[config.mk]
export PLATFORM = sky130hd
export DESIGN_NAME = uart_byte_rx
export DESIGN_NICKNAME = d
export VERILOG_FILES = /design/src/rtl/uart_byte_rx.sv
export SDC_FILE = /design/constraint.sdc
export NUM_CORES = 1
export LEC_CHECK = 0
export BUFFER_PORTS_ARGS = -buffer_cell sky130_fd_sc_hd__buf_2
export CAP_MARGIN = 5
export CORE_UTILIZATION = 40
export CTS_BUF_LIST = sky130_fd_sc_hd__clkbuf_16
export DETAILED_ROUTE_END_ITERATION = 10
export PLACE_DENSITY_LB_ADDON = 0.1
export SLEW_MARGIN = 0
export SYNTH_ARGS = -nofsm -noshare
export SYNTH_HDL_FRONTEND = slang
export SYNTH_SLANG_ARGS = --single-unit
[constraint.sdc]
create_clock -name clk -period 3.9 [get_ports clk]
set_input_delay 0.78 -clock clk [delete_from_list [all_inputs] [get_ports clk]]
set_output_delay 0.78 -clock clk [all_outputs]
set_load 0.02 [all_outputs]
[src/rtl/uart_byte_rx.sv]
`timescale 1ns/1ps
// Purpose: 8N1 UART receiver. It synchronises the pin, validates the start bit at mid-bit and samples the data bits at mid-bit.
// Latency: the byte appears 2 + HALF + 9*CLKS_PER_BIT (+1) clocks after the falling edge of the start bit on the pin.
// Backpressure: there is a single-entry valid/ready holding register; a new good byte that arrives while it is full is dropped and overrun pulses.
// Ports: clk, rst (sync, active-high), uart_rx (async serial in, idles high), rx_data/rx_valid/rx_ready (byte handshake),
//        busy (FSM not idle), frame_err (1-clk pulse, stop bit low), overrun (1-clk pulse, good byte dropped).
module uart_byte_rx #(
   parameter int CLK_HZ = 12_000_000,
   parameter int BAUD   = 9600
) (
   input  logic       clk,
   input  logic       rst,
   input  logic       uart_rx,
   output logic [7:0] rx_data,
   output logic       rx_valid,
   input  logic       rx_ready,
   output logic       busy,
   output logic       frame_err,
   output logic       overrun
);

   // CLKS_PER_BIT must be at least 4 so that HALF-1 and CLKS_PER_BIT-1 are distinct, non-zero counts.
   localparam int CLKS_PER_BIT = CLK_HZ / BAUD;
   localparam int HALF         = CLKS_PER_BIT / 2;
   localparam int CNT_W        = $clog2(CLKS_PER_BIT);

   localparam logic [CNT_W-1:0] CNT_LAST = CNT_W'(CLKS_PER_BIT - 1);
   localparam logic [CNT_W-1:0] CNT_HALF = CNT_W'(HALF - 1);
   localparam logic [CNT_W-1:0] CNT_ONE  = CNT_W'(1);

   typedef enum logic [2:0] {
      S_IDLE,
      S_START,
      S_DATA,
      S_STOP,
      S_WAIT_IDLE
   } state_t;

   state_t           state, state_n;
   logic             sync_ff1, rx_sync;
   logic [CNT_W-1:0] clk_cnt, clk_cnt_n;
   logic [2:0]       bit_idx, bit_idx_n;
   logic [7:0]       shift_reg, shift_n;
   logic             stop_ok, stop_bad;
   logic             load, drop;

   // Two-flop synchroniser. It resets to the idle (high) level so that reset itself never looks like a start edge.
   always_ff @(posedge clk) begin
      if (rst) begin
         sync_ff1 <= 1'b1;
         rx_sync  <= 1'b1;
      end else begin
         sync_ff1 <= uart_rx;
         rx_sync  <= sync_ff1;
      end
   end

   always_ff @(posedge clk) begin
      if (rst) begin
         state     <= S_IDLE;
         clk_cnt   <= '0;
         bit_idx   <= '0;
         shift_reg <= '0;
      end else begin
         state     <= state_n;
         clk_cnt   <= clk_cnt_n;
         bit_idx   <= bit_idx_n;
         shift_reg <= shift_n;
      end
   end

   always_comb begin
      state_n   = state;
      clk_cnt_n = clk_cnt + CNT_ONE;
      bit_idx_n = bit_idx;
      shift_n   = shift_reg;
      stop_ok   = 1'b0;
      stop_bad  = 1'b0;
      case (state)
         S_IDLE: begin
            clk_cnt_n = '0;
            if (!rx_sync) state_n = S_START;
         end
         S_START: begin
            // Re-check the line half a bit in. If it is high again, the low was a glitch and nothing is reported.
            if (clk_cnt == CNT_HALF) begin
               clk_cnt_n = '0;
               bit_idx_n = '0;
               state_n   = rx_sync ? S_IDLE : S_DATA;
            end
         end
         S_DATA: begin
            if (clk_cnt == CNT_LAST) begin
               clk_cnt_n = '0;
               shift_n   = {rx_sync, shift_reg[7:1]};   // LSB arrives first
               bit_idx_n = bit_idx + 3'd1;
               if (bit_idx == 3'd7) state_n = S_STOP;
            end
         end
         S_STOP: begin
            // Leave at mid-stop-bit so that a start bit immediately following it is not missed.
            if (clk_cnt == CNT_LAST) begin
               clk_cnt_n = '0;
               if (rx_sync) begin
                  stop_ok = 1'b1;
                  state_n = S_IDLE;
               end else begin
                  stop_bad = 1'b1;
                  state_n  = S_WAIT_IDLE;
               end
            end
         end
         S_WAIT_IDLE: begin
            // A break or a line stuck low must not be taken as a string of start bits.
            clk_cnt_n = '0;
            if (rx_sync) state_n = S_IDLE;
         end
         default: begin
            clk_cnt_n = '0;
            state_n   = S_IDLE;
         end
      endcase
   end

   // A byte can be loaded on the same edge that the previous byte is consumed.
   assign load = stop_ok && (!rx_valid || rx_ready);
   assign drop = stop_ok && rx_valid && !rx_ready;

   always_ff @(posedge clk) begin
      if (rst) begin
         rx_data   <= 8'h00;
         rx_valid  <= 1'b0;
         frame_err <= 1'b0;
         overrun   <= 1'b0;
      end else begin
         if (load) begin
            rx_data  <= shift_reg;
            rx_valid <= 1'b1;
         end else if (rx_valid && rx_ready) begin
            rx_valid <= 1'b0;
         end
         // stop_ok and stop_bad are exclusive, so these pulses can never coincide.
         frame_err <= stop_bad;
         overrun   <= drop;
      end
   end

   assign busy = (state != S_IDLE);

endmodule

==> flow_summary.json <==
{
  "status": "finished, final reports clean",
  "grt_use_met2_pct": 28.06,
  "p_switching_uw": 158.0,
  "drt_iter0_drc": 69,
  "required_ns": 4.11,
  "insertion_delay_ns": 0.28,
  "use_met1_pct": 18.55,
  "numPortBuffers": 15,
  "fmax_mhz": 449.0,
  "async_flop_share_pct": 0,
  "cts_resized": 0,
  "totalWireLength_um": 2986,
  "final_core_util_pct": 49.47,
  "rsz0062_at_grt": "no",
  "busiest_layer": "met2",
  "dieArea_mm2": 0.004345,
  "antenna_found_initial": 0,
  "grt_pass1_vias": 1210,
  "grt_max_degree": 19,
  "crit_type": "reg -> reg",
  "die_h_um": 65.92,
  "synthMostInstantiatedCell": "dfxtp_1",
  "crit_path_top_delay_cell": "nand4_1",
  "start_kind": "flop",
  "largest_reg_flops": 11,
  "ant_nets": 0,
  "slew_violations": 0,
  "worst_path_largest_cell_delay_ns": 0.61,
  "crit_buf_inv": 0,
  "cellPowerDensity_mw_per_mm2": 416.7,
  "die_w_um": 65.92,
  "cts_tree": "built",
  "clock-root-buffer": "clkbuf_16",
  "first_pass_iters": 4,
  "drc": 0,
  "ys_types": 35,
  "areaGrowthSynthToFinish_pct": 15.01,
  "share_comb_of_total_power_pct": 2.1,
  "placed_cell_area_mm2": 0.001743,
  "routabilityCongestion": 0.7364,
  "seq_power_share_pct": 50.2,
  "top_level_ports": 16,
  "ys_ff_latch": 38,
  "core-area_mm2": 0.003799,
  "drive_gt1_share_pct": 17.55,
  "skew_ns": 0.003316,
  "post_cts_buffers": 0,
  "yosys.area.top_type_share_pct": 46.55,
  "hold_violations": 0,
  "final_area_mm2": 0.001879,
  "internal-power_uw": 625.1,
  "path_max_fanout": 12,
  "clk_path_buf_depth": 2,
  "worst_slack_ns": 1.673,
  "synthTopCellsByCount": "dfxtp_1 (38), nor2_1 (23), nand2_1 (21), mux2i_1 (16)",
  "start_util_pct": 43.02,
  "htree_num_levels": 2,
  "track_usage_pct": 16.45,
  "path_cells": "nor4b_4, nand4_1, or2_2, a21oi_1",
  "period_needed_ns": 2.227,
  "grt_use_met3_pct": 4.655,
  "vdd_ir_drop_max_mv": 0.2614,
  "detailed_place_hpwl_um": 2097,
  "post_drt_wl_per_cell_um": 12.65,
  "relSlewSlack_pct": 45.18,
  "avgViaCountPerCell": 5.280,
  "antenna_cells": 0,
  "cap_violations": 0,
  "post-place-ws_ns": 1.641,
  "ys_warn_count": 0,
  "tns_ns": 0,
  "critPathTopFamily": "simple AND/OR/NAND/NOR gates",
  "row_count": 22,
  "syn_inst": 171,
  "synth_edf_count": 0,
  "tightest_slew_ns": 0.8223,
  "cts.sinks": 38,
  "syn_area_mm2": 0.001634,
  "cts_buffers": 5,
  "power_frac_clock_pct": 47.7,
  "cp.arrival_ns": 2.44,
  "swShare_pct": 20.17,
  "hold_class": "reg -> reg",
  "postSynthAreaPerCell_um2": 9.556,
  "cts_hold_buffers": 0,
  "clkTransAtPathRegs_ns": 0.05,
  "ys.flop_type": "dfxtp_1",
  "p_leak_uw": 0.0007400,
  "synth_area_leaders": "dfxtp_1 (47%), mux2i_1 (9.8%), nor2_1 (5.3%), nand2_1 (4.8%), ha_1 (3.8%)",
  "nets": 196,
  "overflow": 0,
  "vias": 1246,
  "synth-seq-area-share_pct": 46.55,
  "grt_pass1_wl_um": 5313,
  "syn_nets": 180,
  "yosysTopAreaCell": "dfxtp_1",
  "worstSetupEndpointType": "flop",
  "setup_viol_count_final": 0,
  "fin_crit_sh_pct": 57.10
}
## power by group through the flow
stage               Combinational, uW  Clock, uW  Sequential, uW
global route                     19.6        405             393
global placement                 16.5          0             401
CTS                              17.1        381             393
floorplan                        12.8          0             401
detailed placement               17.0          0             401
finish                           16.7        373             393
## layout by cell type, fill, tap and decap left out, drive strengths merged, types with 2 or more instances in the layout
master	n
mux2i	16
ha	5
nand3	6
or2	3
a21oi	3
buf	15
nor2b	4
clkinv	4
clkbuf	5
nor3	7
nor2	23
inv	3
nand2	21
xor2	6
and3	3
dfxtp	38
nand4	6
xnor2	3
a31oi	2
o311ai	3
## cells by family after synthesis
group,synth area share (%)
xor gates and xnor gates,4.824
muxes,9.801
DFF,46.55
AOI/OAI and AO/OA,6.049
adders and majority gates,3.828
buffers and inverters,2.526
and+or+nand+nor,26.42
## worst paths after layout
kind | from | slack (ns) | endpoint | cells past startpoint
worst min register to register | sync_ff1$_SDFF_PP1_ | 0.42 | rx_sync$_SDFF_PP1_ | 1
worst min-delay path | sync_ff1$_SDFF_PP1_ | 0.42 | rx_sync$_SDFF_PP1_ | 1
worst max-delay path | state[1]$_SDFFE_PP0P_ | 1.67 | bit_idx[0]$_SDFFE_PP0P_ | 4
worst max register to register | state[1]$_SDFFE_PP0P_ | 1.67 | bit_idx[0]$_SDFFE_PP0P_ | 4
## layout make-up
cell class / count / area (um^2)
flip-flops and latches: 38 / 760.7
fillers: 363 / 1919
clock inverters: 3 / 11.26
well taps: 48 / 60.06
repair buffers: 15 / 75.07
inverters: 4 / 15.01
clock buffers: 5 / 125.1
multi-input cells: 123 / 832.0
## stage by stage
step / hold slack (ns) / std cells / power, uW
finish: 0.4194 / 236 / 783.1
CTS: 0.4207 / 236 / 791.0
global route: 0.4327 / 236 / 817.4
global placement: 0.3970 / 228 / 417.9
floorplan: 0.3895 / 171 / 413.3
detailed placement: 0.4057 / 228 / 418.5
## routing by layer
layer | part of all wire (%) | up-vias | wire length (um)
li1 | - | 626 | -
met1 | 47 | 599 | 1390
met2 | 49 | 16 | 1465
met3 | 2.8 | 5 | 84
met4 | 1.6 | 0 | 47
met5 | 0 | - | 0
No activity file was read; power rests on OpenSTA's default activity.
